## src/rtl/mv_pkg.sv

```systemverilog
// Shared definitions for the matrix-vector host sequencer.
//   MV_VECTOR_SIZE  : default matrix dimension
//   BYTE_ADDR_SHIFT : word address -> BRAM byte address shift
//   mv_state_t      : sequencer FSM states
//   load_words()    : number of words in one load (matrix + vector)
package mv_pkg;

    localparam int MV_VECTOR_SIZE  = 64;
    localparam int BYTE_ADDR_SHIFT = 2;

    typedef enum logic [2:0] {
        S_IDLE,
        S_LOAD,
        S_KICK,
        S_WAIT,
        S_READ,
        S_DRAIN
    } mv_state_t;

    function automatic int load_words(input int vs);
        return vs * vs + vs;
    endfunction

endpackage

```

## src/rtl/mv_skid_buf.sv

```systemverilog
// Two-entry valid/ready buffer for 32-bit data plus a last flag.
// Absorbs the one-cycle BRAM read latency so reads can be issued at full rate
// while the output stream is back-pressured.
//   aclk, aresetn : clock, asynchronous active-low reset
//   in_data/in_last/in_valid : push side (caller guarantees space via level)
//   level     : number of occupied entries (0..2)
//   out_data/out_last/out_valid/out_ready : stream side
module mv_skid_buf (
    input  logic        aclk,
    input  logic        aresetn,
    input  logic [31:0] in_data,
    input  logic        in_last,
    input  logic        in_valid,
    output logic [1:0]  level,
    output logic [31:0] out_data,
    output logic        out_last,
    output logic        out_valid,
    input  logic        out_ready
);

    // Entry layout: {last, data}
    logic [32:0] head_reg, head_next;
    logic [32:0] spare_reg, spare_next;
    logic        head_valid_reg, head_valid_next;
    logic        spare_valid_reg, spare_valid_next;
    logic        pop;

    always_comb begin
        head_next        = head_reg;
        spare_next       = spare_reg;
        head_valid_next  = head_valid_reg;
        spare_valid_next = spare_valid_reg;
        pop              = head_valid_reg && out_ready;

        if (pop) begin
            if (spare_valid_reg) begin
                head_next        = spare_reg;
                spare_valid_next = 1'b0;
            end else begin
                head_valid_next  = 1'b0;
            end
        end

        // Push lands in the head if it is (or just became) free, else in the spare.
        if (in_valid) begin
            if (!head_valid_next) begin
                head_next       = {in_last, in_data};
                head_valid_next = 1'b1;
            end else begin
                spare_next       = {in_last, in_data};
                spare_valid_next = 1'b1;
            end
        end
    end

    always_ff @(posedge aclk or negedge aresetn) begin
        if (!aresetn) begin
            head_reg        <= '0;
            spare_reg       <= '0;
            head_valid_reg  <= 1'b0;
            spare_valid_reg <= 1'b0;
        end else begin
            head_reg        <= head_next;
            spare_reg       <= spare_next;
            head_valid_reg  <= head_valid_next;
            spare_valid_reg <= spare_valid_next;
        end
    end

    assign out_data  = head_reg[31:0];
    assign out_last  = head_reg[32];
    assign out_valid = head_valid_reg;
    assign level     = {1'b0, head_valid_reg} + {1'b0, spare_valid_reg};

endmodule

```

## src/rtl/mv_host_seq.sv

```systemverilog
// Host-side sequencer for the matrix-vector PE controller.
// Loads VECTOR_SIZE^2 matrix words then VECTOR_SIZE vector words from the
// input stream into BRAM, pulses pe_start, waits for pe_done (with optional
// watchdog), then reads VECTOR_SIZE result words back and streams them out.
//   aclk, aresetn                       : clock, asynchronous active-low reset
//   s_tdata/s_tvalid/s_tready           : load stream
//   m_tdata/m_tvalid/m_tready/m_tlast   : result stream
//   pe_start/pe_done                    : PE controller handshake pulses
//   BRAM_ADDR/WRDATA/WE/EN/RDDATA       : shared BRAM port (byte addressed)
//   busy                                : high outside S_IDLE
//   err_timeout                         : sticky watchdog error
module mv_host_seq
    import mv_pkg::*;
#(
    parameter int VECTOR_SIZE  = MV_VECTOR_SIZE,
    parameter int ADDR_W       = 13,
    parameter int WAIT_TIMEOUT = 1000000
) (
    input  logic        aclk,
    input  logic        aresetn,
    input  logic [31:0] s_tdata,
    input  logic        s_tvalid,
    output logic        s_tready,
    output logic [31:0] m_tdata,
    output logic        m_tvalid,
    input  logic        m_tready,
    output logic        m_tlast,
    output logic        pe_start,
    input  logic        pe_done,
    output logic [31:0] BRAM_ADDR,
    output logic [31:0] BRAM_WRDATA,
    output logic [3:0]  BRAM_WE,
    output logic        BRAM_EN,
    input  logic [31:0] BRAM_RDDATA,
    output logic        busy,
    output logic        err_timeout
);

    localparam logic [ADDR_W-1:0] LOAD_LAST = ADDR_W'(load_words(VECTOR_SIZE) - 1);
    localparam logic [ADDR_W-1:0] READ_LAST = ADDR_W'(VECTOR_SIZE - 1);
    localparam bit                WD_ENABLE = (WAIT_TIMEOUT > 0);
    localparam logic [31:0]       WD_LAST   = WD_ENABLE ? 32'(WAIT_TIMEOUT - 1) : 32'd0;

    mv_state_t         state_reg, state_next;
    logic [ADDR_W-1:0] wcnt_reg, wcnt_next;
    logic [ADDR_W-1:0] rcnt_reg, rcnt_next;
    logic [31:0]       wd_reg, wd_next;
    logic              err_reg, err_next;
    logic              rd_pend_reg;
    logic              rd_last_reg;

    logic [ADDR_W-1:0] word_addr;
    logic              wr_en;
    logic              rd_issue;
    logic              rd_space;
    logic              skid_pop;
    logic [1:0]        skid_level;

    // A read may be issued only if the word it returns next cycle is
    // guaranteed a slot: occupied + in-flight entries, minus a pop happening now.
    assign skid_pop = m_tvalid && m_tready;
    assign rd_space = (({1'b0, skid_level} + {2'b00, rd_pend_reg}) < 3'd2) || skid_pop;

    always_comb begin
        state_next = state_reg;
        wcnt_next  = wcnt_reg;
        rcnt_next  = rcnt_reg;
        wd_next    = wd_reg;
        err_next   = err_reg;
        s_tready   = 1'b0;
        pe_start   = 1'b0;
        wr_en      = 1'b0;
        rd_issue   = 1'b0;
        word_addr  = '0;

        case (state_reg)
            S_IDLE: begin
                // Entry only; the first word is taken in S_LOAD.
                if (s_tvalid) begin
                    state_next = S_LOAD;
                    wcnt_next  = '0;
                    err_next   = 1'b0;
                end
            end
            S_LOAD: begin
                s_tready  = 1'b1;
                wr_en     = s_tvalid;
                word_addr = wcnt_reg;
                if (s_tvalid) begin
                    if (wcnt_reg == LOAD_LAST) begin
                        state_next = S_KICK;
                        wcnt_next  = '0;
                    end else begin
                        wcnt_next  = wcnt_reg + 1'b1;
                    end
                end
            end
            S_KICK: begin
                pe_start   = 1'b1;
                wd_next    = '0;
                state_next = S_WAIT;
            end
            S_WAIT: begin
                if (pe_done) begin
                    state_next = S_READ;
                    rcnt_next  = '0;
                end else if (WD_ENABLE && (wd_reg == WD_LAST)) begin
                    err_next   = 1'b1;
                    state_next = S_IDLE;
                end else if (WD_ENABLE) begin
                    wd_next    = wd_reg + 32'd1;
                end
            end
            S_READ: begin
                word_addr = rcnt_reg;
                if (rd_space) begin
                    rd_issue = 1'b1;
                    if (rcnt_reg == READ_LAST) begin
                        state_next = S_DRAIN;
                    end else begin
                        rcnt_next  = rcnt_reg + 1'b1;
                    end
                end
            end
            S_DRAIN: begin
                if (skid_pop && m_tlast) begin
                    state_next = S_IDLE;
                end
            end
            default: state_next = S_IDLE;
        endcase
    end

    always_ff @(posedge aclk or negedge aresetn) begin
        if (!aresetn) begin
            state_reg   <= S_IDLE;
            wcnt_reg    <= '0;
            rcnt_reg    <= '0;
            wd_reg      <= '0;
            err_reg     <= 1'b0;
            rd_pend_reg <= 1'b0;
            rd_last_reg <= 1'b0;
        end else begin
            state_reg   <= state_next;
            wcnt_reg    <= wcnt_next;
            rcnt_reg    <= rcnt_next;
            wd_reg      <= wd_next;
            err_reg     <= err_next;
            rd_pend_reg <= rd_issue;
            rd_last_reg <= rd_issue && (rcnt_reg == READ_LAST);
        end
    end

    // BRAM port: all controls decode from the state register, so an
    // asynchronous reset forces them low immediately.
    assign BRAM_EN     = wr_en || rd_issue;
    assign BRAM_ADDR   = 32'(word_addr) << BYTE_ADDR_SHIFT;
    assign BRAM_WRDATA = wr_en ? s_tdata : 32'd0;

    genvar gi;
    generate
        for (gi = 0; gi < 4; gi++) begin : g_we
            assign BRAM_WE[gi] = wr_en;
        end
    endgenerate

    mv_skid_buf u_skid (
        .aclk      (aclk),
        .aresetn   (aresetn),
        .in_data   (BRAM_RDDATA),
        .in_last   (rd_last_reg),
        .in_valid  (rd_pend_reg),
        .level     (skid_level),
        .out_data  (m_tdata),
        .out_last  (m_tlast),
        .out_valid (m_tvalid),
        .out_ready (m_tready)
    );

    assign busy        = (state_reg != S_IDLE);
    assign err_timeout = err_reg;

endmodule

```

## config.mk

```make
export PLATFORM = sky130hd
export DESIGN_NAME = mv_host_seq
export DESIGN_NICKNAME = d
export VERILOG_FILES = /design/src/rtl/mv_pkg.sv /design/src/rtl/mv_skid_buf.sv /design/src/rtl/mv_host_seq.sv
export SDC_FILE = /design/constraint.sdc
export NUM_CORES = 1
export LEC_CHECK = 0
export ABC_AREA = 1
export BUFFER_PORTS_ARGS = -buffer_cell sky130_fd_sc_hd__buf_2
export CAP_MARGIN = 30
export CORE_MARGIN = 4
export CORE_UTILIZATION = 60
export DETAILED_ROUTE_END_ITERATION = 10
export PLACE_DENSITY_LB_ADDON = 0.2
export SLEW_MARGIN = 30
export SYNTH_ARGS = -nofsm -noshare
export SYNTH_HDL_FRONTEND = slang
export SYNTH_HIERARCHICAL = 1
export SYNTH_SLANG_ARGS = --single-unit
export TNS_END_PERCENT = 50
```

## constraint.sdc

```tcl
create_clock -name aclk -period 2.75 [get_ports aclk]
set_input_delay 0.275 -clock aclk [delete_from_list [all_inputs] [get_ports aclk]]
set_output_delay 0.275 -clock aclk [all_outputs]
set_load 0.05 [all_outputs]
```

==> results.toml <==
[sta]
slew_headroom = 0.563
final.setup.tns_ns = 0
fin_worst_skew_ns = 0.00519
setup_viol = 0
fin_crit_ns = 2.45
final-max-slew-violation-count = 0
rsz0062_at_grt = "no"
worstMarginPinSlew_ns = 0.655
holdWs_ns = 0.0689
hold_viol = 0
post-route-period-util = 0.892
max_freq_ghz = 0.408

[placement]
gp_congestion = 1.02
place_inst = 1552
dpl.hpwl_um = 14900
portBuffers = 156

[cts]
clock_latency_ns = 0.42
clock_sinks = 132
cts_tree = "yes"
cts-buffers-inserted = 17
clkTransAtPathRegs_ns = 0.06
cts-root-buf = "clkbuf_16"
h-tree-depth = 4
ctsLongestPathBuffers = 2
post_cts_buffers = 0

[global_routing]
grt_max_degree = 69
grt_usage = 0.276
overflow = 0
grt_pass1_wl_um = 36200
antenna_found_initial = 0
grt_pass1_vias = 7794

[synthesis]
syn-cell-area_mm2 = 0.00831
syn_inst = 1264
synth.most_common_cell = "nand2_1"
synth.area.top_cells = "dfrtp_1 40%, nand2_1 20%, nand3_1 8.4%"
synth_ff_type = "dfrtp_1"
synth_edf_count = 0
synth_seq_cells = 132
synth_cell_types = 33
synth_top_area_cell = "dfrtp_1"
synth_top_area_share = 0.397
synth-seq-area-share = 0.397
yosys-top-cells-count = "439 x nand2_1, 173 x inv_1, 152 x nor2_1"
ys_warn_count = 6
syn_area_per_cell_um2 = 6.58
async_reset_ff_frac = 1.00

[worst_setup_path]
crit_buf_inv = 1
critical_path.top_delay_family = "simple AND/OR/NAND/NOR gates"
r2r_cells = 10
startpoint_type = "flop"
path_class = "flop to flop"
worst_r2r_startpoint = "rcnt_reg[0]$_DFFE_PN0P_"
worst_path_most_repeated_cell = "nand2_1"
arrival_ns = 2.76
path_depth = 10
crit_slowest_cell = "nand2_1"
crit_required_ns = 3.05
rrSetupSlack_ns = 0.30
critPathMaxFanout = 23
cpPeakStageDelay_ns = 0.49
cp_cell_sequence = "ha_1 -> nand3_1 -> nor2_1 -> nand2_1 -> nand2_1 -> nand2_1 -> nand2_1 -> inv_1 -> nand2_1 -> nand2_1"
cp-end-kind = "flop"
rr_endpoint = "rcnt_reg[4]$_DFFE_PN0P_"

[finish]
final_nets = 1471
syn_to_final_growth_pct = 15.9
diodes = 0
fin_util = 0.719
fillers = 1129
drive_gt1_frac = 0.159
final_cells = 1585

[floorplan]
die_area_mm2 = 0.0158
start_util = 0.620
die_w_um = 126
rows = 42
coreArea_mm2 = 0.0134
die_h_um = 126
pin_count = 176

[drt]
drc = 0
viasPerCell = 5.27
wl_per_cell_um = 13.8
vias = 8360
wl_um = 21800
initialDrtViolationCount = 841
firstDrtPassIters = 5
drtAntennaViolNets = 0

[power]
p_per_area_mw_per_mm2 = 873
p_leak_nw = 5.15
ir_drop_mv = 0.649

[worst_hold_path]
holdPathEnd = "u_skid/spare_reg[26]$_DFFE_PN0P_"
hold_depth = 3
hold_class = "primary input to flop"
hp-start = "BRAM_RDDATA[26]"

[job]
drv_cap = 0

[run_status]
status = "complete, no violations"
worst max path at each step:
stage | start | to
after floorplan | state_reg[2]$_DFFE_PN0P_ | wd_reg[15]$_DFFE_PN0P_
after global placement | rcnt_reg[0]$_DFFE_PN0P_ | rcnt_reg[7]$_DFFE_PN0P_
after detailed placement | rcnt_reg[0]$_DFFE_PN0P_ | rcnt_reg[7]$_DFFE_PN0P_
after CTS | state_reg[0]$_DFFE_PN0P_ | BRAM_WRDATA[28]
after global routing | rcnt_reg[0]$_DFFE_PN0P_ | rcnt_reg[7]$_DFFE_PN0P_
final | rcnt_reg[0]$_DFFE_PN0P_ | rcnt_reg[4]$_DFFE_PN0P_
cell usage in the layout, fill, tap and decap left out, types with 18 or more instances in the layout:
master and count:
conb_1 19, o21ai_0 18, inv_1 172, dfrtp_1 132, nand4_1 40, buf_2 155
nand2_1 439, nor3_1 22, nor2_1 152, nand3_1 140
power by group:
part	internal, mW	total [mW]	switching, mW
registers	2.36	2.63	0.269
clock network	1.37	2.20	0.829
logic	0.801	3.57	2.77
total	4.53	8.41	3.87
tightest hold or removal path: cells and delay by family:
| family | cells | cell delay (ns) |
|---|---|---|
| AND/OR/NAND/NOR | 2 | 0.09 |
| buffers and inverters | 1 | 0.09 |
metal layers:
metal,track usage,wire [um],vias up
li1,-,-,4145
met1,0.366,9330,3799
met2,0.460,10500,382
met3,0.0555,1710,34
met4,0.0810,315,0
met5,0,0,-
per-stage QoR:
step / total power [mW] / area [um2] / setup slack [ns]
3_5_place_dp: 6.18 / 9040 / 0.416
6_report: 8.41 / 9630 / 0.298
5_1_grt: 8.85 / 9630 / 0.0286
4_1_cts: 8.41 / 9620 / 0.161
2_1_floorplan: 5.44 / 8380 / 0.287
3_3_place_gp: 6.12 / 9040 / 0.515
final cells by class:
type | instances | area (um2) | share of cell area
tap | 176 | 220 | 0.0229
sequential | 132 | 3300 | 0.343
inverter | 178 | 668 | 0.0694
timing repair buffer | 170 | 915 | 0.0949
clock buffer | 22 | 464 | 0.0482
clock inverter | 9 | 104 | 0.0108
multi-input combinational | 898 | 3960 | 0.411
what timing repair did:
action                     in CTS  in global routing
hold endpoints to repair       66                  0
resized for setup               0                  1
setup endpoints to repair       0                  3
hold buffers                    1                  0
kinds of logic (layout without fill, tap and decap cells):
family,after synthesis,after routing,synth area share
simple gates,811,811,0.411
compound gates,48,48,0.0334
flops,132,132,0.397
fa+ha+maj,5,5,0.00752
other cells,1,19,0.000451
xor+xnor,15,15,0.0158
buf+inv,252,379,0.135
Power figures use the tool's default switching activity.
